File: src/rtl/imm_gen_stage_pkg.sv
// Shared types for the immediate-generation stage.
//   ImmGenType : immediate format select driven by the decoder
//   u32        : raw 32-bit instruction word
//   IMM_TYPE_W : bit width of the format select port
package imm_gen_stage_pkg;

    localparam int U32_W = 32;

    typedef logic [U32_W-1:0] u32;

    // Kept 4 bits wide so the decoder can present codes above Gen_ZIMM.
    // Such codes are flagged as bad rather than aliased onto a real format.
    typedef enum logic [3:0] {
        NoGen     = 4'd0,
        Gen_I     = 4'd1,
        Gen_S     = 4'd2,
        Gen_B     = 4'd3,
        Gen_U     = 4'd4,
        Gen_J     = 4'd5,
        Gen_SHAMT = 4'd6,
        Gen_ZIMM  = 4'd7
    } ImmGenType;

    localparam int IMM_TYPE_W = $bits(ImmGenType);

endpackage

File: src/rtl/imm_gen_stage_expand.sv
// imm_expand: purely combinational RV64I/Zicsr immediate expansion.
//   instr    in  32          raw instruction
//   imm_type in  IMM_TYPE_W  format select (ImmGenType encoding)
//   imm      out XLEN        expanded immediate (0 for NoGen and for undefined codes)
//   bad      out 1           imm_type is not a defined encoding
module imm_expand
    import imm_gen_stage_pkg::*;
#(
    parameter int XLEN = 64
) (
    input  logic [U32_W-1:0]      instr,
    input  logic [IMM_TYPE_W-1:0] imm_type,
    output logic [XLEN-1:0]       imm,
    output logic                  bad
);

    // Opcode bits never carry immediate data.
    logic unused_opcode;
    assign unused_opcode = ^instr[6:0];

    // Every signed format is first assembled as a 32-bit value, then widened.
    function automatic logic [XLEN-1:0] sext32(input u32 v);
        return XLEN'(signed'(v));
    endfunction

    always_comb begin
        imm = '0;
        bad = 1'b0;
        case (imm_type)
            NoGen:     imm = '0;
            Gen_I:     imm = sext32({{20{instr[31]}}, instr[31:20]});
            Gen_S:     imm = sext32({{20{instr[31]}}, instr[31:25], instr[11:7]});
            Gen_B:     imm = sext32({{20{instr[31]}}, instr[7], instr[30:25],
                                     instr[11:8], 1'b0});
            Gen_U:     imm = sext32({instr[31:12], 12'b0});
            Gen_J:     imm = sext32({{12{instr[31]}}, instr[19:12], instr[20],
                                     instr[30:21], 1'b0});
            Gen_SHAMT: begin
                // RV32 shift amounts are 5 bits; bit 25 is then part of funct7.
                if (XLEN == 64) imm = XLEN'(instr[25:20]);
                else            imm = XLEN'(instr[24:20]);
            end
            Gen_ZIMM:  imm = XLEN'(instr[19:15]);
            default:   bad = 1'b1;
        endcase
    end

endmodule

File: src/rtl/imm_gen_stage.sv
// imm_gen_stage: decode-stage immediate unit with a registered, skid-buffered
// valid/ready output. Sits between decode and the ID/EX register.
//   clk, reset_n       clock; asynchronous active-low reset
//   flush              synchronous kill of every held entry and of a same-cycle accept
//   in_valid/in_ready  producer handshake for {in_instr, in_type, in_tag}
//   in_instr, in_type  raw instruction and immediate format select
//   in_tag             opaque sideband returned unchanged with the result
//   out_valid/out_ready consumer handshake for {out_imm, out_tag, out_bad}
//   out_imm            XLEN-bit expanded immediate
//   out_tag            tag of the presented result
//   out_bad            in_type was undefined (out_imm is 0)
module imm_gen_stage
    import imm_gen_stage_pkg::*;
#(
    parameter int XLEN  = 64,
    parameter int TAG_W = 8
) (
    input  logic                  clk,
    input  logic                  reset_n,
    input  logic                  flush,
    input  logic                  in_valid,
    output logic                  in_ready,
    input  logic [U32_W-1:0]      in_instr,
    input  logic [IMM_TYPE_W-1:0] in_type,
    input  logic [TAG_W-1:0]      in_tag,
    output logic                  out_valid,
    input  logic                  out_ready,
    output logic [XLEN-1:0]       out_imm,
    output logic [TAG_W-1:0]      out_tag,
    output logic                  out_bad
);

    typedef struct packed {
        logic [XLEN-1:0]  imm;
        logic [TAG_W-1:0] tag;
        logic             bad;
    } imm_entry_t;

    // ---- p0: combinational expansion of the offered instruction ----
    logic [XLEN-1:0] exp_imm_p0;
    logic            exp_bad_p0;
    imm_entry_t      exp_p0;

    imm_expand #(.XLEN(XLEN)) u_expand (
        .instr    (in_instr),
        .imm_type (in_type),
        .imm      (exp_imm_p0),
        .bad      (exp_bad_p0)
    );

    assign exp_p0 = '{imm: exp_imm_p0, tag: in_tag, bad: exp_bad_p0};

    // ---- p1: main register (drives outputs) and skid register ----
    imm_entry_t main_p1;
    imm_entry_t skid_p1;
    logic       vld_p1;
    logic       skid_vld_p1;
    logic       accept;
    logic       drain;

    // Ready depends only on registered state, so no out_ready->in_ready path.
    assign in_ready = !skid_vld_p1;
    assign accept   = in_valid && in_ready;
    assign drain    = vld_p1 && out_ready;

    always_ff @(posedge clk or negedge reset_n) begin
        if (!reset_n) begin
            vld_p1      <= 1'b0;
            skid_vld_p1 <= 1'b0;
            main_p1     <= '0;
            skid_p1     <= '0;
        end else if (flush) begin
            vld_p1      <= 1'b0;
            skid_vld_p1 <= 1'b0;
            main_p1     <= '0;
            skid_p1     <= '0;
        end else if (!vld_p1 || drain) begin
            // Older skid entry always goes first; while it is held in_ready is
            // low, so no accept can coincide with this refill.
            if (skid_vld_p1) begin
                main_p1     <= skid_p1;
                vld_p1      <= 1'b1;
                skid_vld_p1 <= 1'b0;
            end else if (accept) begin
                main_p1 <= exp_p0;
                vld_p1  <= 1'b1;
            end else begin
                vld_p1  <= 1'b0;
            end
        end else if (accept) begin
            skid_p1     <= exp_p0;
            skid_vld_p1 <= 1'b1;
        end
    end

    assign out_valid = vld_p1;
    assign out_imm   = main_p1.imm;
    assign out_tag   = main_p1.tag;
    assign out_bad   = main_p1.bad;

endmodule

File: config.mk
export PLATFORM = sky130hd
export DESIGN_NAME = imm_gen_stage
export DESIGN_NICKNAME = d
export VERILOG_FILES = /design/src/rtl/imm_gen_stage_pkg.sv /design/src/rtl/imm_gen_stage_expand.sv /design/src/rtl/imm_gen_stage.sv
export SDC_FILE = /design/constraint.sdc
export NUM_CORES = 1
export LEC_CHECK = 0
export BUFFER_PORTS_ARGS = -buffer_cell sky130_fd_sc_hd__buf_2
export CORE_ASPECT_RATIO = 0.6
export CORE_UTILIZATION = 45
export CTS_BUF_LIST = sky130_fd_sc_hd__clkbuf_16
export DETAILED_ROUTE_END_ITERATION = 8
export GPL_ROUTABILITY_DRIVEN = 0
export PLACE_DENSITY = 0.73
export SYNTH_ARGS = -nofsm -noshare
export SYNTH_HDL_FRONTEND = slang
export SYNTH_SLANG_ARGS = --single-unit
File: constraint.sdc
create_clock -name clk -period 1.65 [get_ports clk]
set_input_delay 0.0825 -clock clk [delete_from_list [all_inputs] [get_ports clk]]
set_output_delay 0.0825 -clock clk [all_outputs]
set_load 0.02 [all_outputs]
==> summary.txt, run 1 <==
Total gr overflow - 0
Clock Path Buffers - 2
Clock root cell - clkbuf_16
Clock transition at path regs - 0.06 ns
WP data required - 1.91 ns
IO Pins - 124
Initial Utilization - 0.463
Filler cells - 786
First-pass GRT wire length - 17100 um
Post-synth net total - 470
Leakage - 0.00264 uW
Num Clock Sinks - 84
Port Buffers - 116
Final net count - 570
Worst slew margin - 0.349
FF+latch count, synth - 84
Detailed Route Iter0 Violations - 255
Max-slew violations - 0
Final Skew - 0.00820 ns
CP arrival - 1.85 ns
Main flop type after synthesis - dfrtp_1
Crit-path leading delay family - simple AND/OR/NAND/NOR gates
DP Wirelength - 7430 um
Max Fanout on Critical Path - 7
Core ar. - 9160 sq um
Routed via count - 3415
CTS Buf Count - 9
Status - finished, final reports clean
Kind of critical path - flip-flop to flip-flop
Worst-Margin Slew - 0.977 ns
Critical Path, Cell by Cell - nand2b_4 > buf_4 > or4_4 > buf_12 > o21ai_2
WL/cell - 16.1 um
Mapped Cells - 421
Wirelength, routed - 10600 um
Critical path endpoint category - flip-flop
Fmax - 0.631 GHz
CTS H-tree lvls - 3
CTS tree - built
Period utilization - 0.961
Share of cells above drive strength 1 - 0.357
MaxCap Viol Count - 0
Worst path slowest cell - or4_4
TritonRoute pass-1 iters - 4
Top layer used by detailed routing - met4
Hold Violations, Final - 0
Final core area utilization - 0.572
Ant. Diodes - 0
Routed wl met2 - 4640 um
Async S/R FF share, synth - 1.00
Met1 wire length - 5240 um
Synth Area per Inst - 10.1 sq um
Clk_lat worst skew - 0.34 ns
Tmin final - 1.59 ns
Synthesized area - 4240 sq um
Peak VDD IR - 0.000603 V
Hold Crit Class - input port to flip-flop
Largest stage delay, worst path - 0.58 ns
Setup WS post-layout - 0.0646 ns
Die Wd - 127 um
GRT Total Usage - 0.227
Number of vias per cell - 5.21
Met3 wire len - 641 um
Synthesis-to-finish area growth - 23.5%
Drc violations - 0
Initial antenna violation count - 0
Post-route antenna net violation count - 0
Ys Warns - 0
Final setup viols - 0
Largest net degree at the start of global routing - 35
Setup crit start kind - flip-flop
Die Ht - 77.2 um
Vias in the first global route - 3296
Pwr dens - 946 nW/um^2
Setup WS pre-CTS - -0.127 ns
Yosys cell types - 47
Post-synthesis sequential area ratio - 0.496
CP bufs+invs - 2
Post-CTS setup buffers - 0
Unrepaired setup endpoints after global routing - no
Post-synth EDFFs - 0
DIE AREA - 9830 sq um
Site Rows - 27
Yosys cell counts (all sizes together) (2+ instances only):
master / instances / area share
nor3: 2 / 0.0024
a22oi: 5 / 0.0089
a2bb2oi: 11 / 0.023
and2: 5 / 0.0074
nor4: 2 / 0.0065
nand2: 69 / 0.063
a22o: 22 / 0.045
nand3: 7 / 0.0094
mux2i: 18 / 0.042
dfrtp: 84 / 0.50
buf: 50 / 0.089
clkbuf: 11 / 0.0097
a21oi: 31 / 0.040
nor2: 11 / 0.012
a211oi: 2 / 0.0035
inv: 7 / 0.0074
o21ai: 56 / 0.075
o31ai: 4 / 0.0094
nand2b: 10 / 0.020
registers in the layout, summed over array words and instances (netlist names):
| register | flops |
|---|---|
| skid_p1 | 41 |
| out_valid | 1 |
| out_tag | 8 |
| out_imm | 32 |
| skid_vld_p1 | 1 |
| out_bad | 1 |
stage by stage:
stage | cell area, sq um | power, uW | instances | setup TNS [ns] | hold slack, ns
finish | 5240 | 4960 | 656 | 0 | 0.0133
detailed placement | 4820 | 2870 | 631 | -2.27 | 0.0142
global placement | 4820 | 2850 | 631 | -0.724 | 0.0116
global route | 5240 | 5150 | 656 | 0 | 0.00646
floorplan | 4240 | 2610 | 421 | 0 | -0.213
CTS | 5230 | 5010 | 656 | 0 | 0.00234
cell type report:
cell class	instances	area [sq um]	share of cell area
clock buffer	9	225	0.0430
clock inverter	7	83.8	0.0160
sequential	84	2100	0.401
multi-input combinational	269	1710	0.326
inverter	7	31.3	0.00597
tap	130	163	0.0311
timing repair buffer	150	923	0.176
layer usage:
| layer | vias up | track usage |
|---|---|---|
| met4 | 0 | 0.0440 |
| met3 | 7 | 0.0663 |
| met5 | - | 0 |
| met1 | 1659 | 0.330 |
| met2 | 102 | 0.336 |
| li1 | 1647 | - |
cell usage in the layout (no fill, tap or decap), types with 3 or more instances in the layout:
cell type / n
nand2b_1: 7
o21ai_0: 30
a21oi_1: 27
nand2b_4: 3
mux2i_1: 18
a22o_1: 22
clkbuf_16: 9
buf_2: 115
a22oi_1: 5
o21ai_2: 10
inv_1: 7
nand3_1: 6
nor2_1: 7
and2_1: 5
nand2_1: 68
dfrtp_1: 84
a2bb2oi_1: 11
dlygate4sd3_1: 9
a21oi_2: 4
buf_12: 5
buf_4: 21
o21ai_1: 16
worst paths after layout:
kind	from	end	slack (ns)	cells after the start
worst max-delay path	out_valid$_DFFE_PN0N_	skid_p1[37]$_DFFE_PN0P_	0.06	5
worst min-delay path	in_tag[1]	skid_p1[2]$_DFFE_PN0P_	0.01	2
worst max register to register	out_valid$_DFFE_PN0N_	skid_p1[37]$_DFFE_PN0P_	0.06	5
worst min register to register	out_tag[4]$_DFFE_PN0P_	out_tag[4]$_DFFE_PN0P_	0.47	2
max in group asynchronous	reset_n	out_imm[12]$_DFFE_PN0P_	0.91	3
min in group asynchronous	reset_n	out_tag[6]$_DFFE_PN0P_	0.19	2
power by group:
part           internal, uW  switching, uW
Clock                  1310            797
Combinational           262            436
Sequential             2120           37.1
cells by family (layout without fill, tap and decap cells):
family	after synthesis	after routing	share of synthesized area
DFF	84	84	0.496
and+or+nand+nor	111	111	0.131
buffers and inverters	68	173	0.106
muxes	18	18	0.0425
xor gates and xnor gates	1	1	0.00207
AOI/OAI and AO/OA	139	139	0.223
repair_timing:
| action | in CTS | in global routing |
|---|---|---|
| hold endpoints to repair | 61 | 0 |
| hold buffers | 9 | 0 |
| pin swaps | 0 | 0 |
| gates resized for setup | 2 | 2 |
| endpoints found under the setup margin | 24 | 21 |
(Power assumes the default switching activity.)
==> run 2: changes to the inputs <==
Settings changed: CTS_BUF_LIST sky130_fd_sc_hd__clkbuf_16 to sky130_fd_sc_hd__clkbuf_8.
==> run 2 against run 1 <==
Combinational power increased by 2%. Clock power down 23%. Critical path depth did not move. Highest routed layer unchanged.
==> summary.txt, run 2 (same netlist as run 1, synthesis figures left out) <==
MaxCap Viol Count - 0 (unchanged)
Site Rows - 27 (unchanged)
FF-to-FF path depth - 5 (unchanged)
Tmin final - 1.59 ns (+0.00397 ns)
Worst hold stages - 2 (unchanged)
First-pass GRT wire length - 17000 um (-1.0%)
CTS tree - built
CP bufs+invs - 2 (unchanged)
Number of vias per cell - 5.18 (-0.47%)
Final Skew - 0.0123 ns (+0.00408 ns)
Wirelength, routed - 10600 um (about the same)
Placed inst area - 4820 sq um (unchanged)
Commonest non-fill, non-tap cells in the layout - buf_2, dfrtp_1, nand2_1
TritonRoute pass-1 iters - 6 (+2)
Worst path slowest cell - or4_4
CTS Buf Count - 9 (unchanged)
Final Cell Area - 5200 sq um (-0.72%)
Clock root cell - clkbuf_8
Die Wd - 127 um (unchanged)
WL/cell - 16.0 um (-0.75%)
Final net count - 575 (+0.88%)
Synthesis-to-finish area growth - 22.6%
Period utilization - 0.963 (+0.00241)
Post-route antenna net violation count - 0 (unchanged)
Largest net degree at the start of global routing - 35 (unchanged)
Reg-to-reg endpoint - skid_p1[37]$_DFFE_PN0P_
Drc violations - 0 (unchanged)
Clock transition at path regs - 0.08 ns (+0.02 ns)
Fmax - 0.629 GHz (-0.25%)
Initial antenna violation count - 0 (unchanged)
Hold Violations, Final - 0 (unchanged)
Detailed Route Iter0 Violations - 243 (-4.7%)
DP Wirelength - 7430 um (unchanged)
Max-slew violations - 0 (unchanged)
GRT Total Usage - 0.225 (-0.00212)
Post-CTS setup buffers - 0 (unchanged)
Max FFs per register - 41 (unchanged)
Core ar. - 9160 sq um (unchanged)
Top reg by flops - skid_p1
Clock Path Buffers - 2 (unchanged)
Commonest non-fill, non-tap cell in the layout - buf_2
Peak VDD IR - 0.000463 V (-23%)
Critical Path, Cell by Cell - nand2b_4 > buf_4 > or4_4 > buf_12 > o21ai_2
Port Buffers - 116 (unchanged)
CP arrival - 1.88 ns (+0.03 ns)
Unrepaired setup endpoints after global routing - no
Hold Crit Class - input port to flip-flop
Setup crit start kind - flip-flop
Min-delay src - flush
Hold endpoint - skid_vld_p1$_DFFE_PN0P_
Num Clock Sinks - 84 (unchanged)
Setup slack, reg-to-reg - 0.06 ns (about the same)
WP data required - 1.94 ns (+0.03 ns)
Crit-path leading delay family - simple AND/OR/NAND/NOR gates
Critical path endpoint category - flip-flop
Clk_lat worst skew - 0.36 ns (+0.02 ns)
Vias in the first global route - 3297 (+0.030%)
Share of cells above drive strength 1 - 0.356 (-0.00148)
IO Pins - 124 (unchanged)
Pwr dens - 862 nW/um^2 (-8.9%)
Routed via count - 3425 (+0.29%)
Total gr overflow - 0 (unchanged)
Status - finished, final reports clean
Final core area utilization - 0.568 (-0.00410)
Max Fanout on Critical Path - 7 (unchanged)
Leakage - 0.00262 uW (-0.69%)
Largest stage delay, worst path - 0.58 ns (about the same)
Reg-to-reg critical path startpoint - out_valid$_DFFE_PN0N_
Kind of critical path - flip-flop to flip-flop
Initial Utilization - 0.463 (unchanged)
Die Ht - 77.2 um (unchanged)
Worst-Margin Slew - 0.972 ns (-0.00512 ns)
CTS H-tree lvls - 3 (unchanged)
Tot Pwr - 4480 uW (-9.6%)
DIE AREA - 9830 sq um (unchanged)
Ant. Diodes - 0 (unchanged)
Final setup viols - 0 (unchanged)
Worst slew margin - 0.352 (+0.00341)
[run 2: changes by cell type in the layout (fill, tap and decap cells not counted), sizes merged]
cell / change
dlygate4sd3: +5
clkinv: -1
clkbuf: +1
[run 2: cell type report]
cell class	count	area [sq um]
clock buffer	10	138
clock inverter	6	80.1
fill	795	3960
inverter	7	31.3
multi-input combinational	269	1710
sequential	84	2100
tap	130	163
timing repair buffer	155	977
[run 2: where the power goes]
group | switching (uW) | internal [uW]
Sequential | 36.6 | 2110
Combinational | 438 | 271
Clock | 742 | 881
Total | 1220 | 3260
[run 2: how the worst max path moves through the flow]
stage | startpoint | to | slack (ns) | depth (start not counted)
6_report | out_valid$_DFFE_PN0N_ | skid_p1[37]$_DFFE_PN0P_ | 0.06 | 5
5_1_grt | out_valid$_DFFE_PN0N_ | skid_p1[16]$_DFFE_PN0P_ | 0.003 | 5
4_1_cts | out_valid$_DFFE_PN0N_ | skid_p1[37]$_DFFE_PN0P_ | 0.06 | 5
3_5_place_dp | out_valid$_DFFE_PN0N_ | out_imm[18]$_DFFE_PN0P_ | -0.13 | 6
3_3_place_gp | out_valid$_DFFE_PN0N_ | out_imm[62]$_DFFE_PN0P_ | -0.08 | 6
2_1_floorplan | out_valid$_DFFE_PN0N_ | skid_p1[31]$_DFFE_PN0P_ | 0.20 | 4
[run 2: per-layer routing]
layer | vias to the layer above | part of all wire | GRT usage
li1 | 1652 | - | -
met1 | 1668 | 0.50 | 0.327
met2 | 102 | 0.44 | 0.332
met3 | 3 | 0.055 | 0.0565
met4 | 0 | 0.0027 | 0.0595
met5 | - | 0 | 0
[run 2: stage by stage]
step / TNS [ns] / instances / setup slack (ns) / hold slack (ns)
2_1_floorplan: 0 / 421 / 0.200 / -0.213
3_3_place_gp: -0.724 / 631 / -0.0779 / 0.0116
3_5_place_dp: -2.27 / 631 / -0.127 / 0.0142
4_1_cts: 0 / 661 / 0.0588 / 0.0127
5_1_grt: 0 / 661 / 0.00305 / 0.0319
6_report: 0 / 661 / 0.0606 / 0.0349
[run 2: timing repair]
action / 4_1_cts / 5_1_grt
hold buffers: 14 / 0
hold endpoints to repair: 89 / 0
resized for setup: 2 / 3
setup endpoints to repair: 24 / 20
